--- src/rtl/cis_skip_sequencer.sv ---
// cis_skip_sequencer
//   Gate pattern generator for the CIS readout path. When integration falls,
//   the block plays three programmable segments onto the gate drivers:
//   PRE once, SKIP num_skips times and POST once. Between sequences the
//   gates rest at idle_level.
//
// Ports
//   clk          system clock
//   reset        asynchronous reset, active low
//   integration  integration window; a high-to-low transition starts a sequence
//   abort        synchronous abort of a running sequence
//   num_skips    number of SKIP repetitions, captured when the sequence starts
//   pre_pattern  PRE segment; bit s*PRE_LEN+k is signal s at step k
//   skip_pattern SKIP segment, same layout
//   post_pattern POST segment, same layout
//   idle_level   gate levels while no sequence is running
//   signal       registered gate outputs
//   running      high while a sequence drives signal
//   skip_index   current SKIP repetition (0-based); held through POST
//   done         one-cycle pulse when a sequence completes normally
//   overrun      one-cycle pulse when a trigger arrives during a sequence
module cis_skip_sequencer #(
  parameter int NUM_SIGNALS = 8,
  parameter int PRE_LEN     = 10,
  parameter int SKIP_LEN    = 20,
  parameter int POST_LEN    = 10,
  parameter int SKIP_CW     = 10
) (
  input  logic                            clk,
  input  logic                            reset,
  input  logic                            integration,
  input  logic                            abort,
  input  logic [SKIP_CW-1:0]              num_skips,
  input  logic [NUM_SIGNALS*PRE_LEN-1:0]  pre_pattern,
  input  logic [NUM_SIGNALS*SKIP_LEN-1:0] skip_pattern,
  input  logic [NUM_SIGNALS*POST_LEN-1:0] post_pattern,
  input  logic [NUM_SIGNALS-1:0]          idle_level,
  output logic [NUM_SIGNALS-1:0]          signal,
  output logic                            running,
  output logic [SKIP_CW-1:0]              skip_index,
  output logic                            done,
  output logic                            overrun
);

  localparam int MAX_LEN_PS = (PRE_LEN > SKIP_LEN) ? PRE_LEN : SKIP_LEN;
  localparam int MAX_LEN    = (MAX_LEN_PS > POST_LEN) ? MAX_LEN_PS : POST_LEN;
  localparam int KW         = (MAX_LEN > 1) ? $clog2(MAX_LEN) : 1;

  localparam logic [KW-1:0] PRE_LAST  = KW'(PRE_LEN - 1);
  localparam logic [KW-1:0] SKIP_LAST = KW'(SKIP_LEN - 1);
  localparam logic [KW-1:0] POST_LAST = KW'(POST_LEN - 1);

  typedef enum logic [1:0] {
    ST_IDLE,
    ST_PRE,
    ST_SKIP,
    ST_POST
  } state_t;

  state_t                 state_q, state_d;
  logic [KW-1:0]          k_q, k_d;
  logic [SKIP_CW-1:0]     r_q, r_d;
  logic [SKIP_CW-1:0]     nsk_q, nsk_d;
  logic [NUM_SIGNALS-1:0] signal_q, signal_d;
  logic                   running_q, running_d;
  logic                   done_q, done_d;
  logic                   overrun_q, overrun_d;
  logic                   integ_q, integ_d;
  logic                   fall;

  // One column of a segment: the value of every gate at step k.
  function automatic logic [NUM_SIGNALS-1:0] column(input state_t seg,
                                                    input logic [KW-1:0] k);
    logic [NUM_SIGNALS-1:0] col;
    col = '0;
    for (int s = 0; s < NUM_SIGNALS; s++) begin
      case (seg)
        ST_PRE:  col[s] = pre_pattern[s*PRE_LEN + int'(k)];
        ST_SKIP: col[s] = skip_pattern[s*SKIP_LEN + int'(k)];
        ST_POST: col[s] = post_pattern[s*POST_LEN + int'(k)];
        default: col[s] = 1'b0;
      endcase
    end
    return col;
  endfunction

  assign fall = integ_q & ~integration;

  // Next-state logic. k_q is the column currently on the outputs, so the
  // column chosen here for state_d/k_d is what appears after the edge.
  // Segments chain back-to-back; abort overrides everything except the
  // overrun pulse, which still reports a trigger seen while busy.
  always_comb begin
    state_d   = state_q;
    k_d       = k_q;
    r_d       = r_q;
    nsk_d     = nsk_q;
    done_d    = 1'b0;
    overrun_d = 1'b0;
    integ_d   = integration;

    case (state_q)
      ST_IDLE: begin
        if (fall) begin
          nsk_d   = num_skips;
          state_d = ST_PRE;
          k_d     = '0;
          r_d     = '0;
        end
      end
      ST_PRE: begin
        if (k_q == PRE_LAST) begin
          k_d     = '0;
          state_d = (nsk_q == '0) ? ST_POST : ST_SKIP;
        end else begin
          k_d = k_q + 1'b1;
        end
      end
      ST_SKIP: begin
        if (k_q == SKIP_LAST) begin
          k_d = '0;
          if (r_q == nsk_q - 1'b1) begin
            state_d = ST_POST;
          end else begin
            r_d = r_q + 1'b1;
          end
        end else begin
          k_d = k_q + 1'b1;
        end
      end
      ST_POST: begin
        if (k_q == POST_LAST) begin
          state_d = ST_IDLE;
          k_d     = '0;
          r_d     = '0;
          done_d  = 1'b1;
        end else begin
          k_d = k_q + 1'b1;
        end
      end
      default: begin
        state_d = ST_IDLE;
        k_d     = '0;
        r_d     = '0;
      end
    endcase

    if (state_q != ST_IDLE) begin
      overrun_d = fall;
      if (abort) begin
        state_d = ST_IDLE;
        k_d     = '0;
        r_d     = '0;
        done_d  = 1'b0;
      end
    end

    running_d = (state_d != ST_IDLE);
    signal_d  = running_d ? column(state_d, k_d) : idle_level;
  end

  // State and output registers; reset clears every output straight away.
  always_ff @(posedge clk or negedge reset) begin
    if (!reset) begin
      state_q   <= ST_IDLE;
      k_q       <= '0;
      r_q       <= '0;
      nsk_q     <= '0;
      signal_q  <= '0;
      running_q <= 1'b0;
      done_q    <= 1'b0;
      overrun_q <= 1'b0;
      integ_q   <= 1'b0;
    end else begin
      state_q   <= state_d;
      k_q       <= k_d;
      r_q       <= r_d;
      nsk_q     <= nsk_d;
      signal_q  <= signal_d;
      running_q <= running_d;
      done_q    <= done_d;
      overrun_q <= overrun_d;
      integ_q   <= integ_d;
    end
  end

  assign signal     = signal_q;
  assign running    = running_q;
  assign skip_index = r_q;
  assign done       = done_q;
  assign overrun    = overrun_q;

endmodule

--- config.mk ---
export PLATFORM = sky130hd
export DESIGN_NAME = cis_skip_sequencer
export DESIGN_NICKNAME = d
export VERILOG_FILES = /design/src/rtl/cis_skip_sequencer.sv
export SDC_FILE = /design/constraint.sdc
export NUM_CORES = 1
export LEC_CHECK = 0
export CAP_MARGIN = 10
export CORE_MARGIN = 1.5
export CORE_UTILIZATION = 35
export CTS_CLUSTER_SIZE = 25
export DETAILED_ROUTE_END_ITERATION = 8
export GPL_TIMING_DRIVEN = 0
export PLACE_DENSITY = 0.66
export SETUP_SLACK_MARGIN = 0.02
export SYNTH_ARGS = -nofsm -noshare
export SYNTH_HDL_FRONTEND = slang
export SYNTH_SLANG_ARGS = --single-unit
--- constraint.sdc ---
create_clock -name clk -period 9.7 [get_ports clk]
set_input_delay 1.455 -clock clk [delete_from_list [all_inputs] [get_ports clk]]
set_output_delay 1.455 -clock clk [all_outputs]
set_load 0.01 [all_outputs]
==> summary.txt, run 1 <==
Outcome: complete, no violations
Post-synth ARST share: 100%
Critical R2R Launch: k_q[1]
Netlist cell types: 82
DRT antenna net count: 0
Max-slew headroom: 18.9%
Drt wl/cell: 29.0 um
Data required, critical path: 9.90 ns
Worst Setup End Kind: flip-flop
CTS H-Tree Depth: 2
Chip height: 167 um
Final instance area: 0.0137 mm^2
CTS buffer count: 5
DRC: 0
Post-DP Area: 0.0135 mm^2
Post-synth EDFFs: 0
Number of synthesized register bits: 39
Post-cts sizing count: 0
Main area contributors after synthesis: mux2i_1, dfrtp_1, nand2_1
Area Growth Syn to Fin: 44.6%
Reg2reg end: signal[1]
Site Rows: 60
P_leak: 5.60 nW
Fmax: 113 MHz
R2R cell count: 19
Antenna cell count: 0
Setup CP Type: in -> reg
Die width: 167 um
GRT Total Usage: 39.3%
Largest net degree at the start of global routing: 29
Synth top cells by count: nand2_1, mux2i_1, nor2_1
Mapped Cells: 1,261
Post-CTS Setup Inserts: 0
Non-Filler Instances: 1,975
Hold Startpoint: nsk_q[7]
Top FF cell, synth: dfrtp_1
Worst skew pair latency: 0.29 ns
Hold-fix buffers, CTS: 0
Top-count cell post-synth: nand2_1
Antenna violations before repair: 0
Dpl cells: 1,966
Via count: 13,000
Sink Count: 39
Port bufs: 362
CTS tree: built
Crit path DAT: 9.07 ns
Worst vdd ir: 0.0000778 V
WL final: 57,200 um
Worst-path maximum fanout: 11
Filler Cell Count: 2,656
Vias/cell: 6.60
Endpoints failing hold: 0
M1 wire length: 21,600 um
Actual slew at the worst max-slew pin: 1.21 ns
Clk buf depth: 2
Worst setup SP type: primary input
Setup Skew: 0.00832 ns
Layout net count: 1,993
Die area: 0.0280 mm^2
Final setup violation count: 0
First-pass GRT wire length: 81,500 um
DRT Pass-1 Iters: 6
Vias in the first global route: 12,700
Mapped Avg Cell Area: 7.51 um^2
Post-synthesis sequential area ratio: 10.3%
Root Buffer: clkbuf_16
Min cycle time layout: 8.87 ns
Fin crit share: 91.5%
DR WL met2: 26,000 um
Clock-pin slew on the worst setup and hold paths: 0.06 ns
Hold path cells: 2
Post-synth top area share: 19.1%
TNS Setup: 0 ns
Iteration-0 DRC Markers: 1,508
Fin. max-slew vios: 0
Hold Path Sink: nsk_q[7]
Final core utilization: 51.2%
Initial Utilization: 35.4%
Net count after synthesis: 1,621
Yosys warnings: 0
Uppermost layer routed: met4
RSZ-0062 raised after global routing: no
Power Density: 192 mW/mm^2
Gpl congestion: 1.02
Hold Crit Class: reg -> reg
Post-detail-place hpwl: 46,700 um
Total global routing overflow: 0
R2r setup slk: 1.72 ns
Ports: 363
CORE AREA: 0.0267 mm^2
Maxcap violations: 0
Post-Synthesis Cell Area: 0.00947 mm^2
Cell taking the most area after synthesis: mux2i_1
Layout cells sized above 1: 7.89%
Met3 Wirelength: 6560 um
worst max-delay path, cell delays in order:
cell and delay, ns:
clkdlybuf4s50_1 0.55, o21ba_2 0.39, a32oi_1 0.19, nor2_1 0.67, clkbuf_1 0.62, buf_1 0.81, clkbuf_1 0.67, ha_1 0.36
clkbuf_1 0.29, inv_1 0.15, clkbuf_1 0.67, clkbuf_1 0.76, mux2i_1 0.43, mux4_2 0.56, a21oi_1 0.22, nor2_1 0.06
a211oi_1 0.18
placed cells by master (no fill, tap or decap), types with 18 or more instances in the layout:
master,Yosys,layout
clkdlybuf4s50_1,0,361
nand2_1,208,208
mux2i_1,181,181
nor2_1,85,85
clkbuf_1,58,58
a21oi_1,51,51
nand3_1,42,42
dfrtp_1,39,39
mux2_2,38,38
o21ai_0,35,35
a22oi_1,34,34
nor3_1,32,32
a211oi_1,30,30
buf_2,27,29
o22ai_1,27,27
mux4_2,22,22
a221oi_1,20,20
a31oi_1,19,19
o32ai_1,19,19
o211ai_1,19,19
ha_1,18,18
layout make-up:
| class | instances | area (um^2) | share of cell area [%] |
|---|---|---|---|
| Inverter | 23 | 86.3 | 0.630 |
| Clock buffer | 5 | 125 | 0.914 |
| Sequential cell | 39 | 976 | 7.13 |
| Tap cell | 341 | 427 | 3.12 |
| Multi-Input combinational cell | 1090 | 7840 | 57.3 |
| Timing Repair Buffer | 365 | 3650 | 26.7 |
| Buffer | 109 | 563 | 4.11 |
| Clock inverter | 3 | 20.0 | 0.146 |
report_power, final:
group          internal [W]  switching, W
registers          0.000188     0.0000253
logic              0.000850       0.00140
clock network     0.0000949     0.0000749
total               0.00113       0.00150
kinds of logic (layout without fill, tap and decap cells):
logic type,count (synthesis),in the layout,share of synthesized area (%)
adder cells (fa/ha/maj),18,18,2.38
XOR/XNOR,23,23,2.13
buffers and inverters,132,505,6.86
flip-flops,39,39,10.3
AO/OA/AOI/OAI,364,364,28.3
multiplexers,242,242,29.0
AND/OR/NAND/NOR,443,443,21.1
metal layers:
metal / global-route usage, % / vias up
met4: 18.3 / 0
met2: 64.0 / 1022
met3: 11.5 / 190
met1: 47.7 / 6196
met5: 0 / -
li1: - / 5636
per-stage QoR:
stage	setup slack (ns)	total power, W	hold WS [ns]
3_5_place_dp	0.806	0.00236	0.520
2_1_floorplan	3.74	0.00153	0.489
6_report	0.827	0.00263	0.545
5_1_grt	0.777	0.00273	0.564
4_1_cts	1.10	0.00253	0.541
3_3_place_gp	0.843	0.00236	0.519
worst max path at each step:
stage,cells after the start,start,endpoint
after floorplan,19,integration,signal[1]
after global placement,18,integration,signal[3]
after detailed placement,18,abort,signal[3]
after CTS,18,abort,signal[3]
after global routing,18,abort,signal[1]
final,17,abort,signal[1]
state kept, by name, summed over array words and instances, names as in the netlist:
| signal | flops |
|---|---|
| nsk_q | 10 |
| skip_index | 10 |
| signal | 8 |
| k_q | 5 |
| state_q | 2 |
| done | 1 |
| integ_q | 1 |
| overrun | 1 |
| running | 1 |
Power figures use the tool's default switching activity.
==> inputs of run 2 (changes only) <==
--- a/config.mk
+++ b/config.mk
@@ -5,13 +5,14 @@
 export SDC_FILE = /design/constraint.sdc
 export NUM_CORES = 1
 export LEC_CHECK = 0
+export ABC_AREA = 1
 export CAP_MARGIN = 10
 export CORE_MARGIN = 1.5
-export CORE_UTILIZATION = 35
+export CORE_UTILIZATION = 45
 export CTS_CLUSTER_SIZE = 25
 export DETAILED_ROUTE_END_ITERATION = 8
 export GPL_TIMING_DRIVEN = 0
-export PLACE_DENSITY = 0.66
+export PLACE_DENSITY = 0.82
 export SETUP_SLACK_MARGIN = 0.02
 export SYNTH_ARGS = -nofsm -noshare
 export SYNTH_HDL_FRONTEND = slang
==> run 2 against run 1 <==
Routed wire length up 0.23%. Fmax up 58%. Core utilization rose by 15 points. Worst setup slack improved by 3.3 ns. Die area fell by 23%. Non-clock buffer count stayed put. Synthesized cell count is 46% higher. Register-to-register slack gained 3.2 ns. Global-route usage increased by 12 points. Critical path type unchanged.
==> summary.txt, run 2 <==
Post-CTS Setup Inserts: 0
Mux contribution to synthesized area: 0.457%
Compound-Gate Fraction of Synth Area: 14.0%
TNS Setup: 0 ns
Antenna violations before repair: 0
Fin. max-slew vios: 0
Layout cells sized above 1: 3.98%
Synth top cells by count: nand2_1, nand3_1, inv_1
Synth Area in Adders: 2.42%
Gpl congestion: 1.20
Root Buffer: clkbuf_16
Sink Count: 39
Yosys warnings: 0
Synth Area in XOR/XNOR: 2.03%
Clk buf depth: 2
Worst skew pair latency: 0.29 ns
Post-DP Area: 0.0133 mm^2
DRC: 0
Setup Skew: 0.00927 ns
Antenna cell count: 0
Worst vdd ir: 0.0000817 V
Hold-fix buffers, CTS: 0
Worst Setup End Kind: flip-flop
Final setup violation count: 0
Final instance area: 0.0134 mm^2
Layout net count: 2,568
Post-synth top area share: 26.3%
Ports: 363
Worst setup SP type: primary input
Setup CP Type: in -> reg
First-pass GRT wire length: 83,400 um
Mapped Avg Cell Area: 5.06 um^2
Top FF cell, synth: dfrtp_1
Main combinational cell family by area after synthesis: simple AND/OR/NAND/NOR gates
Mapped Cells: 1,839
DRT Pass-1 Iters: 9
Initial Utilization: 46.0%
Die width: 147 um
Post-synth ARST share: 100%
Data required, critical path: 9.83 ns
Most common cell after layout, fill and taps aside: nand2_1
Post-detail-place hpwl: 45,400 um
Post-synth EDFFs: 0
Iteration-0 DRC Markers: 2,263
GRT Total Usage: 51.4%
Dpl cells: 2,471
Power Density: 108 mW/mm^2
Number of synthesized register bits: 39
Via count: 15,300
Maxcap violations: 0
P_leak: 6.44 nW
Area Growth Syn to Fin: 44.3%
Cell taking the most area after synthesis: nand3_1
Netlist cell types: 43
Hold Crit Class: reg -> reg
Leading cell types in the layout, fill and taps excluded: nand2_1, nand3_1, clkdlybuf4s50_1
Post-synthesis sequential area ratio: 10.5%
Fin crit share: 57.8%
Die area: 0.0216 mm^2
Post-Synthesis Cell Area: 0.00931 mm^2
Chip height: 147 um
WL final: 57,300 um
Actual slew at the worst max-slew pin: 1.24 ns
Vias in the first global route: 14,400
CTS H-Tree Depth: 2
Endpoints failing hold: 0
Fmax: 178 MHz
Simple-Gate Fraction of Synth Area: 57.2%
Drt wl/cell: 23.1 um
CTS tree: built
Site Rows: 52
Final Hold Slack: 0.552 ns
CTS buffer count: 5
Clock-pin slew on the worst setup and hold paths: 0.06 ns
Min cycle time layout: 5.61 ns
Worst-path maximum fanout: 13
Main area contributors after synthesis: nand3_1, nand2_1, dfrtp_1
Post-cts sizing count: 0
Vias/cell: 6.16
Outcome: complete, no violations
Total global routing overflow: 0
Top-count cell post-synth: nand2_1
Non-Filler Instances: 2,479
Port bufs: 362
Crit path DAT: 5.74 ns
Net count after synthesis: 2,199
DRT antenna net count: 0
Largest net degree at the start of global routing: 40
RSZ-0062 raised after global routing: no
CORE AREA: 0.0202 mm^2
Max-slew headroom: 16.9%
[run 2: cell count changes after synthesis, moves of 20 or more]
cell	delta
mux2i_1	-179
nand3_1	+448
o22ai_1	-24
nand2_1	+420
a22oi_1	-34
a221oi_1	-20
mux4_2	-22
inv_1	+154
mux2_2	-36
nor3_1	-25
a211oi_1	-30
o21ai_0	+62
o21ai_1	+35
[run 2: worst paths after layout]
check	end	cells past startpoint	from	slack (ns)
min	nsk_q[1]	2	nsk_q[1]	0.55
min reg2reg	nsk_q[1]	2	nsk_q[1]	0.55
max reg2reg	signal[3]	19	k_q[0]	4.94
max	signal[3]	19	integration	4.09
max in group asynchronous	nsk_q[3]	1	reset	7.86
min in group asynchronous	skip_index[1]	1	reset	1.28
[run 2: power by group]
| group | switching, W | leakage [nW] | internal, W |
|---|---|---|---|
| logic | 0.000675 | 5.87 | 0.000383 |
| clock network | 0.0000672 | 0.0838 | 0.000121 |
| registers | 0.0000215 | 0.480 | 0.000183 |
[run 2: metal layers]
layer | global-route usage [%] | vias up | share of wire (%)
met2 | 78.3 | 1359 | 41
met3 | 16.2 | 371 | 15
met1 | 58.2 | 6740 | 33
met5 | 0.909 | - | 0
met4 | 44.3 | 0 | 11
li1 | - | 6806 | -
[run 2: cell families after synthesis]
logic type | Yosys count
flip-flops | 39
XOR/XNOR | 20
multiplexers | 4
AND/OR/NAND/NOR | 1229
buffers and inverters | 295
AO/OA/AOI/OAI | 234
adder cells (fa/ha/maj) | 18
[run 2: layout make-up]
cell class | count | area, um^2
repair buffers | 362 | 3620
well taps | 270 | 338
flip-flops and latches | 39 | 976
fillers | 1865 | 6800
inverters | 183 | 687
clock inverters | 3 | 43.8
clock buffers | 5 | 125
plain buffers | 112 | 562
multi-input cells | 1505 | 7080
[run 2: worst max-delay path, stage by stage]
cell	delay, ns
clkdlybuf4s50_1	0.47
inv_1	0.04
nand2_1	0.13
inv_1	0.08
nor2_1	0.18
nand2_1	0.10
nand2_2	0.27
buf_2	0.34
buf_2	0.39
ha_1	0.17
clkbuf_1	0.41
clkinv_1	0.46
clkbuf_1	0.41
nand3_1	0.18
nand3_1	0.10
nand3_1	0.13
nand3_1	0.09
nand3_1	0.16
nand4_1	0.15
[run 2: metrics by stage]
stage / power [W] / setup WS [ns] / util [%]
global placement: 0.00118 / 4.01 / 65.6
CTS: 0.00138 / 4.32 / 66.4
detailed placement: 0.00119 / 4.00 / 65.6
finish: 0.00145 / 4.09 / 66.4
global route: 0.00151 / 3.98 / 66.4
floorplan: 0.000760 / 5.82 / -
